**config.mk**
```make
export PLATFORM = sky130hd
export DESIGN_NAME = fp_cpu_link
export DESIGN_NICKNAME = d
export VERILOG_FILES = /design/src/rtl/fp_link_pkg.sv /design/src/rtl/fp_link_timer.sv /design/src/rtl/fp_cpu_link.sv
export SDC_FILE = /design/constraint.sdc
export NUM_CORES = 1
export LEC_CHECK = 0
export ABC_AREA = 1
export CAP_MARGIN = 0
export CORE_ASPECT_RATIO = 0.5
export CORE_MARGIN = 1
export CORE_UTILIZATION = 45
export DETAILED_ROUTE_END_ITERATION = 7
export MAX_ROUTING_LAYER = met4
export PLACE_DENSITY_LB_ADDON = 0.12
export SLEW_MARGIN = 10
export SYNTH_ARGS = -nofsm -noshare
export SYNTH_HDL_FRONTEND = slang
export SYNTH_HIERARCHICAL = 1
export SYNTH_SLANG_ARGS = --single-unit
```
**constraint.sdc**
```tcl
create_clock -name clk_i -period 5.5 [get_ports clk_i]
set_input_delay 1.1 -clock clk_i [delete_from_list [all_inputs] [get_ports clk_i]]
set_output_delay 1.1 -clock clk_i [all_outputs]
set_load 0.1 [all_outputs]
```
**src/rtl/fp_link_pkg.sv**
```systemverilog
// Shared definitions for the CPU-side AWP link: controller states, LP register codes
// and default job limits.
package fp_link_pkg;

    typedef enum logic [2:0] {
        S_IDLE,
        S_START,
        S_RUN,
        S_MEM,
        S_REG,
        S_ACK,
        S_DONE,
        S_FAULT
    } linkState_e;

    localparam logic [1:0]  R1 = 2'd1;
    localparam logic [1:0]  R2 = 2'd2;
    localparam logic [1:0]  R3 = 2'd3;

    localparam logic [15:0] TIMEOUT_DEFAULT = 16'd1023;
    localparam logic [2:0]  WORDS_DEFAULT   = 3'd4;

    // LP value 0 has no register behind it; only r1..r3 are reachable.
    function automatic logic lpSelectsReg(input logic [1:0] lp);
        return (lp == R1) || (lp == R2) || (lp == R3);
    endfunction

endpackage

```
**src/rtl/fp_link_timer.sv**
```systemverilog
// Load / count-down / expire counter guarding how long a memory read may stay unanswered.
module fp_link_timer #(
    parameter int WIDTH = 16
) (
    input  logic             clk_i,
    input  logic             clr_i,
    input  logic             load_i,
    input  logic [WIDTH-1:0] loadVal_i,
    input  logic             en_i,
    output logic             expired_o
);

    logic [WIDTH-1:0] count_q;
    logic [WIDTH-1:0] count_d;

    always_comb begin
        count_d = count_q;
        if (load_i) begin
            count_d = loadVal_i;
        end else if (en_i && (count_q != '0)) begin
            count_d = count_q - 1'b1;
        end
    end

    always_ff @(posedge clk_i) begin
        if (clr_i) begin
            count_q <= '0;
        end else begin
            count_q <= count_d;
        end
    end

    // A loaded value N expires on the (N+1)-th enabled cycle.
    assign expired_o = en_i && (count_q == '0);

endmodule

```
**src/rtl/fp_cpu_link.sv**
```systemverilog
// CPU-side responder for the AWP: launches a job, serves memory and r1..r3 register
// requests with a 4-phase oken handshake, and reports completion or faults.
module fp_cpu_link
    import fp_link_pkg::*;
#(
    parameter logic [15:0] TIMEOUT = TIMEOUT_DEFAULT,
    parameter logic [2:0]  WORDS   = WORDS_DEFAULT
) (
    input  logic        clk_i,
    input  logic        clr_i,
    input  logic        fp_go_i,
    input  logic [15:0] ar_i,
    output logic        efp_o,
    input  logic        sr_fp_i,
    input  logic        read_fp_i,
    input  logic        rlp_fp_i,
    input  logic        s_fp_i,
    input  logic        lpa_i,
    input  logic        lpb_i,
    input  logic        ekc_fp_i,
    output logic        mem_req_o,
    output logic [15:0] mem_addr_o,
    input  logic        mem_ok_i,
    input  logic        mem_nok_i,
    input  logic [15:0] mem_rdata_i,
    input  logic [15:0] reg_rdata_i,
    output logic [1:0]  reg_sel_o,
    output logic        reg_re_o,
    output logic        reg_we_o,
    output logic [15:0] fp_data_o,
    output logic        oken_o,
    output logic        busy_o,
    output logic        done_o,
    output logic        alarm_o
);

    linkState_e  state_q, state_d;
    logic [15:0] baseAddr_q, baseAddr_d;
    logic [2:0]  wordCnt_q, wordCnt_d;
    logic [15:0] fpData_q, fpData_d;
    logic        alarm_q, alarm_d;
    logic        ekcPend_q, ekcPend_d;
    logic        regPhase_q, regPhase_d;
    logic        regStore_q, regStore_d;

    logic        timerLoad;
    logic        timerEn;
    logic        timerExpired;
    logic [1:0]  lp;

    assign lp = {lpb_i, lpa_i};

    fp_link_timer #(
        .WIDTH(16)
    ) u_timer (
        .clk_i     (clk_i),
        .clr_i     (clr_i),
        .load_i    (timerLoad),
        .loadVal_i (TIMEOUT),
        .en_i      (timerEn),
        .expired_o (timerExpired)
    );

    always_comb begin
        state_d    = state_q;
        baseAddr_d = baseAddr_q;
        wordCnt_d  = wordCnt_q;
        fpData_d   = fpData_q;
        alarm_d    = alarm_q;
        ekcPend_d  = ekcPend_q;
        regPhase_d = regPhase_q;
        regStore_d = regStore_q;
        timerLoad  = 1'b0;
        timerEn    = 1'b0;
        efp_o      = 1'b0;
        mem_req_o  = 1'b0;
        mem_addr_o = 16'd0;
        reg_sel_o  = 2'd0;
        reg_re_o   = 1'b0;
        reg_we_o   = 1'b0;
        oken_o     = 1'b0;
        done_o     = 1'b0;
        busy_o     = (state_q != S_IDLE);

        case (state_q)
            S_IDLE: begin
                if (fp_go_i) begin
                    state_d    = S_START;
                    baseAddr_d = ar_i;
                    wordCnt_d  = 3'd0;
                    alarm_d    = 1'b0;
                    ekcPend_d  = 1'b0;
                end
            end
            S_START: begin
                efp_o   = 1'b1;
                state_d = S_RUN;
            end
            S_RUN: begin
                if (ekc_fp_i || ekcPend_q) begin
                    state_d   = S_DONE;
                    ekcPend_d = 1'b0;
                end else if (sr_fp_i) begin
                    if (read_fp_i && !rlp_fp_i) begin
                        if (wordCnt_q >= WORDS) begin
                            state_d = S_FAULT;
                        end else begin
                            state_d   = S_MEM;
                            timerLoad = 1'b1;
                        end
                    end else if (rlp_fp_i && !read_fp_i) begin
                        state_d    = S_REG;
                        regPhase_d = 1'b0;
                    end else begin
                        state_d = S_FAULT;
                    end
                end
            end
            S_MEM: begin
                mem_req_o  = 1'b1;
                timerEn    = 1'b1;
                mem_addr_o = baseAddr_q + {13'd0, wordCnt_q};
                if (mem_ok_i) begin
                    fpData_d  = mem_rdata_i;
                    wordCnt_d = wordCnt_q + 3'd1;
                    state_d   = S_ACK;
                end else if (mem_nok_i || timerExpired) begin
                    state_d = S_FAULT;
                end
            end
            S_REG: begin
                reg_sel_o = lp;
                // Phase 0 strobes the register file, phase 1 waits for its registered read data.
                if (!regPhase_q) begin
                    if (!lpSelectsReg(lp)) begin
                        state_d = S_FAULT;
                    end else begin
                        reg_we_o   = s_fp_i;
                        reg_re_o   = !s_fp_i;
                        regStore_d = s_fp_i;
                        regPhase_d = 1'b1;
                    end
                end else begin
                    if (!regStore_q) begin
                        fpData_d = reg_rdata_i;
                    end
                    regPhase_d = 1'b0;
                    state_d    = S_ACK;
                end
            end
            S_ACK: begin
                oken_o = 1'b1;
                if (ekc_fp_i) begin
                    ekcPend_d = 1'b1;
                end
                if (!sr_fp_i) begin
                    state_d = S_RUN;
                end
            end
            S_DONE: begin
                done_o  = 1'b1;
                state_d = S_IDLE;
            end
            S_FAULT: begin
                if (ekc_fp_i || ekcPend_q) begin
                    ekcPend_d = 1'b0;
                    state_d   = S_IDLE;
                end
            end
            default: begin
                state_d = S_IDLE;
            end
        endcase

        if (state_d == S_FAULT) begin
            alarm_d = 1'b1;
        end
    end

    always_ff @(posedge clk_i) begin
        if (clr_i) begin
            state_q    <= S_IDLE;
            baseAddr_q <= 16'd0;
            wordCnt_q  <= 3'd0;
            fpData_q   <= 16'd0;
            alarm_q    <= 1'b0;
            ekcPend_q  <= 1'b0;
            regPhase_q <= 1'b0;
            regStore_q <= 1'b0;
        end else begin
            state_q    <= state_d;
            baseAddr_q <= baseAddr_d;
            wordCnt_q  <= wordCnt_d;
            fpData_q   <= fpData_d;
            alarm_q    <= alarm_d;
            ekcPend_q  <= ekcPend_d;
            regPhase_q <= regPhase_d;
            regStore_q <= regStore_d;
        end
    end

    assign fp_data_o = fpData_q;
    assign alarm_o   = alarm_q;

endmodule
```
[After elaboration in Yosys (flattened, before gate mapping)]
Index checks and enable logic that the tools add are counted.
Operators by class
  $add $sub $neg: 3
  order comparisons: 1
  equal/unequal tests: 21
  mux-type cells: 52
  bitwise logic cells: 1
  reductions and logical operators: 31
Operator list (number)
  $mux 16: 4
  $mux 3: 13
  $pmux 16 s2: 1
  $mux 1: 26
  $pmux 3 s8: 1
  $mux 10: 2
  $ne 2x2->1 const B: 9
  $add 16x3->16: 1
  $logic_not 16->1: 1
  $reduce_bool 16->1: 1
  $sub 16x1->16 const B: 1
  $eq 3x3->1 const B: 5
  $reduce_bool 2->1: 6
  $reduce_and 4->1: 2
  $eq 3x2->1 const B: 2
  $pmux 3 s2: 1
  $reduce_and 3->1: 2
  $reduce_bool 3->1: 2
  $reduce_and 5->1: 1
  $eq 2x2->1 const B: 2
  $logic_and 1x1->1: 4
  $logic_or 1x1->1: 4
  $mux 2: 2
  $reduce_and 2->1: 2
  other kinds (11): 14
Storage, ports and cells
  bits in registers: 58
  output and inout bits: 42
  word-level logic and storage cells: 119

[Logic depth before layout (Yosys ltp)]
  depth after elaboration: 10
  gate-level depth with buffers: 14

[By module]
The synthesis kept the hierarchy.
By module, submodules not included
  fp_cpu_link: instances 1, cells an instance 410, area an instance 2620.0 sq um, sequential area each 840.8 sq um
  fp_link_timer: instances 1, cells an instance 199, area an instance 1218.7 sq um, sequential area each 320.3 sq um

[Least setup slack after synthesis]
OpenSTA, ideal clock, no wires.
  kind: reg-to-output
  start: reg wordCnt_q[0]
  end: out mem_addr_o[6]
  arrival time: 3.545 ns
  data required time: 4.400 ns
  slack: 0.855 ns
  stages on the path, launching flop included: 11
  buffers on the path: 0
  cells stage by stage: dfxtp_1 > ha_1 > inv_1 > fa_1 > inv_1 > nand2_1 > a21oi_2 > nand2_1 > nor2_1 > nor2_1 > nor3_1
On the way
  longest elaborated chain between the ends: 2
Ends and longest elaborated chain
  start: declaration: line fp_cpu_link.sv:39  | logic [2:0] wordCnt_q, wordCnt_d;
  start signal: assignment: line fp_cpu_link.sv:193  | wordCnt_q <= wordCnt_d;
  $add 16x3->16: line fp_cpu_link.sv:122  | mem_addr_o = baseAddr_q + {13'd0, wordCnt_q};
  $mux 16: line fp_cpu_link.sv:85  | case (state_q)
  end: declaration: line fp_cpu_link.sv:22  | output logic [15:0] mem_addr_o,
No other way between the ends.

[Final worst setup path]
  start: reg wordCnt_q[0]
  end: out mem_addr_o[14]
The elaborated chain is that of the path after synthesis.

==> results.sh <==
export IMPL_outcome="completed"
export IMPL_grt_pass1_vias=3664
export IMPL_relSlewSlack_pct=32.7
export IMPL_viasPerCell=4.80
export IMPL_finalCoreUtilization_pct=63.9
export IMPL_final_antenna_net_count=0
export IMPL_num_io_pins=102
export IMPL_cts_resized=0
export IMPL_path_max_fanout=4
export IMPL_grt_max_degree=33
export IMPL_critPathArrivalTime_ns=3.37
export IMPL_grt_use_total_pct=24.3
export IMPL_r2r_end="u_timer/count_q[11]"
export IMPL_chipWidth_um=133
export IMPL_power_density_nw_per_um2=511
export IMPL_clk_latency_ns=0.33
export IMPL_drive_above_1_share_pct=7.23
export IMPL_cp_startpoint="wordCnt_q[0]"
export IMPL_finalMaxSlewViolations=0
export IMPL_grt_pass1_wl_mm=16.5
export IMPL_drtPass1Iterations=4
export IMPL_synth_compound_area_share_pct=14.4
export IMPL_crit_path_end_kind="output pin"
export IMPL_first_iter_violations=126
export IMPL_cp_required_ns=4.40
export IMPL_dieHeight_um=67.3
export IMPL_layout_commonest_cell="nand2_1"
export IMPL_reg2regPathDepth=9
export IMPL_antenna_found_initial=0
export IMPL_syn_inst=609
export IMPL_fin_crit_ns=4.47
export IMPL_hp_class="reg2reg"
export IMPL_nNetsFinal=780
export IMPL_leakage_uw=0.00226
export IMPL_drv_cap=0
export IMPL_holdPathEnd="fp_data_o[1]"
export IMPL_cts_root_buffer="clkbuf_16"
export IMPL_start_util_pct=47.1
export IMPL_period_share_pct=81.3
export IMPL_r2r_start="state_q[2]"
export IMPL_worst_clock_skew_ns=0.00816
export IMPL_areaGrowthSynthToFinish_pct=35.6
export IMPL_clock_fmax_ghz=0.224
export IMPL_die_area_um2=8930
export IMPL_crit_type="reg2out"
export IMPL_gr_total_overflow=0
export IMPL_synth_cell_types=40
export IMPL_seqCellArea_um2=1160
export IMPL_worstHoldStart="fp_data_o[1]"
export IMPL_rows=23
export IMPL_yosys_warnings=6
export IMPL_synth_area_um2=3840
export IMPL_setup_viol=0
export IMPL_gp_congestion=0.874
export IMPL_startpoint_type="register"
export IMPL_synth_xor_area_share_pct=1.83
export IMPL_muxShareOfSynthArea_pct=0
export IMPL_fp_coreArea_um2=8140
export IMPL_clk_pin_slew_ns=0.05
export IMPL_h_tree_depth=3
export IMPL_fillers=800
export IMPL_worstHoldPathCells=2
export IMPL_antenna_cells=0
export IMPL_synthSimpleGateAreaFrac_pct=38.9
export IMPL_cts_num_sinks=58
export IMPL_tightest_slew_ns=1.01
export IMPL_layout_common_cells="nand2_1, clkdlybuf4s50_1, nor2_1, inv_1, dfxtp_1"
export IMPL_drc=0
export IMPL_ys_seq_elements=58
export IMPL_hpwl_mm=7.45
export IMPL_cts_buffers=9
export IMPL_hold_viol_final=0
export IMPL_cts_setup_buffers=0
export IMPL_port_buffers=101
export IMPL_synthAdderAreaFrac_pct=2.15
export IMPL_r2r_slack_ns=3.03
export IMPL_routedWlPerCell_um=12.1
export IMPL_cts_hold_buffers_added=0
export IMPL_ys_seq_area_share_pct=30.2
export IMPL_finalSetupTns_ns=0
export IMPL_rsz0062_at_grt="no"
export IMPL_multi_input_area_um2=2280
export IMPL_drt_total_wl_mm=10.1
export IMPL_vias=3988
export IMPL_cts_path_max_buffers=2
export IMPL_cts_tree="done"
export IMPL_ir_drop_v=0.000313
export IMPL_total_power_uw=2660
export IMPL_syn_area_per_cell_um2=6.30
export IMPL_synth_top_family_by_area="simple AND/OR/NAND/NOR gates"
## cells in the mapped netlist (all sizes together)
master   count  share of area [%]
o21ai       48                6.5
and3         1               0.16
and2         2               0.33
dfxtp       58                 30
xor2         5                1.1
nand4        7                1.1
nor3        15                2.2
nor4         2               0.33
or2          2               0.33
nand3b       4               0.78
conb         2               0.20
nand2      168                 18
o21bai       2               0.39
buf         17                3.8
nand3       38                5.2
xnor2        3               0.68
clkbuf       6               0.59
inv         79                7.8
fa           1               0.52
nor2        88                 10
o2bb2ai      1               0.23
ha           5                1.6
a21oi       55                7.4
## metal layers
metal,up-vias,GRT usage (%),routed length (um)
met5,-,-,0
met4,0,8.05,116
met3,14,8.41,632
met2,91,42.2,4760
met1,1750,26.7,4550
li1,2133,-,-
## registers in the layout (all words and copies together), names as in the netlist
signal           flops
regStore_q           1
state_q              3
alarm_o              1
wordCnt_q            3
ekcPend_q            1
regPhase_q           1
fp_data_o           16
baseAddr_q          16
u_timer/count_q     16
## worst max-delay path, cell delays in order, from the launching register on
cell	delay [ns]
dfxtp_1	0.36
ha_1	0.21
inv_1	0.06
fa_1	0.35
inv_1	0.09
nand2_1	0.07
a21oi_2	0.20
nand2_1	0.12
nor2_1	0.17
nand2_1	0.08
nand2_1	0.06
nand2_1	0.04
nor2_1	0.07
clkdlybuf4s50_1	1.15
## through the flow
step / worst slack [ns] / instance area, um2 / hold WS, ns / std cells
2_1_floorplan: 0.855 / 3890 / 0.444 / 623
3_3_place_gp: 1.42 / 4900 / 0.431 / 815
3_5_place_dp: 1.38 / 4900 / 0.436 / 815
4_1_cts: 1.02 / 5200 / 0.444 / 831
5_1_grt: 0.754 / 5200 / 0.467 / 831
6_report: 1.03 / 5200 / 0.441 / 831
## kinds of logic (layout without fill, tap and decap cells)
kind of cell	count (synthesis)	after routing
buf+inv	102	198
compound gates	106	106
simple gates	327	327
fa+ha+maj	6	6
xor+xnor	8	8
flops	58	58
other cells	2	16
## where the power goes
group | switching, uW | total, uW | internal, uW | leakage, uW
logic | 1040 | 1440 | 399 | 0.00164
registers | 111 | 646 | 535 | 0.000473
clock network | 195 | 569 | 374 | 0.000145
total | 1350 | 2660 | 1310 | 0.00226
## how the worst max path moves through the flow
stage                           endpoint  slack [ns]  depth (start not counted)
after floorplan            mem_addr_o[6]        0.85                         10
after global placement    mem_addr_o[14]        1.42                         13
after detailed placement  mem_addr_o[14]        1.38                         13
after CTS                 mem_addr_o[14]        1.02                         13
after global routing      mem_addr_o[14]        0.75                         13
final                     mem_addr_o[14]        1.03                         13
## layout make-up
class / count / area share, %
clock inverters: 4 / 0.962
repair buffers: 103 / 19.6
flip-flops and latches: 58 / 22.3
inverters: 79 / 5.75
well taps: 112 / 2.69
clock buffers: 12 / 4.93
multi-input cells: 463 / 43.7
No activity file was read; power rests on OpenSTA's default activity.
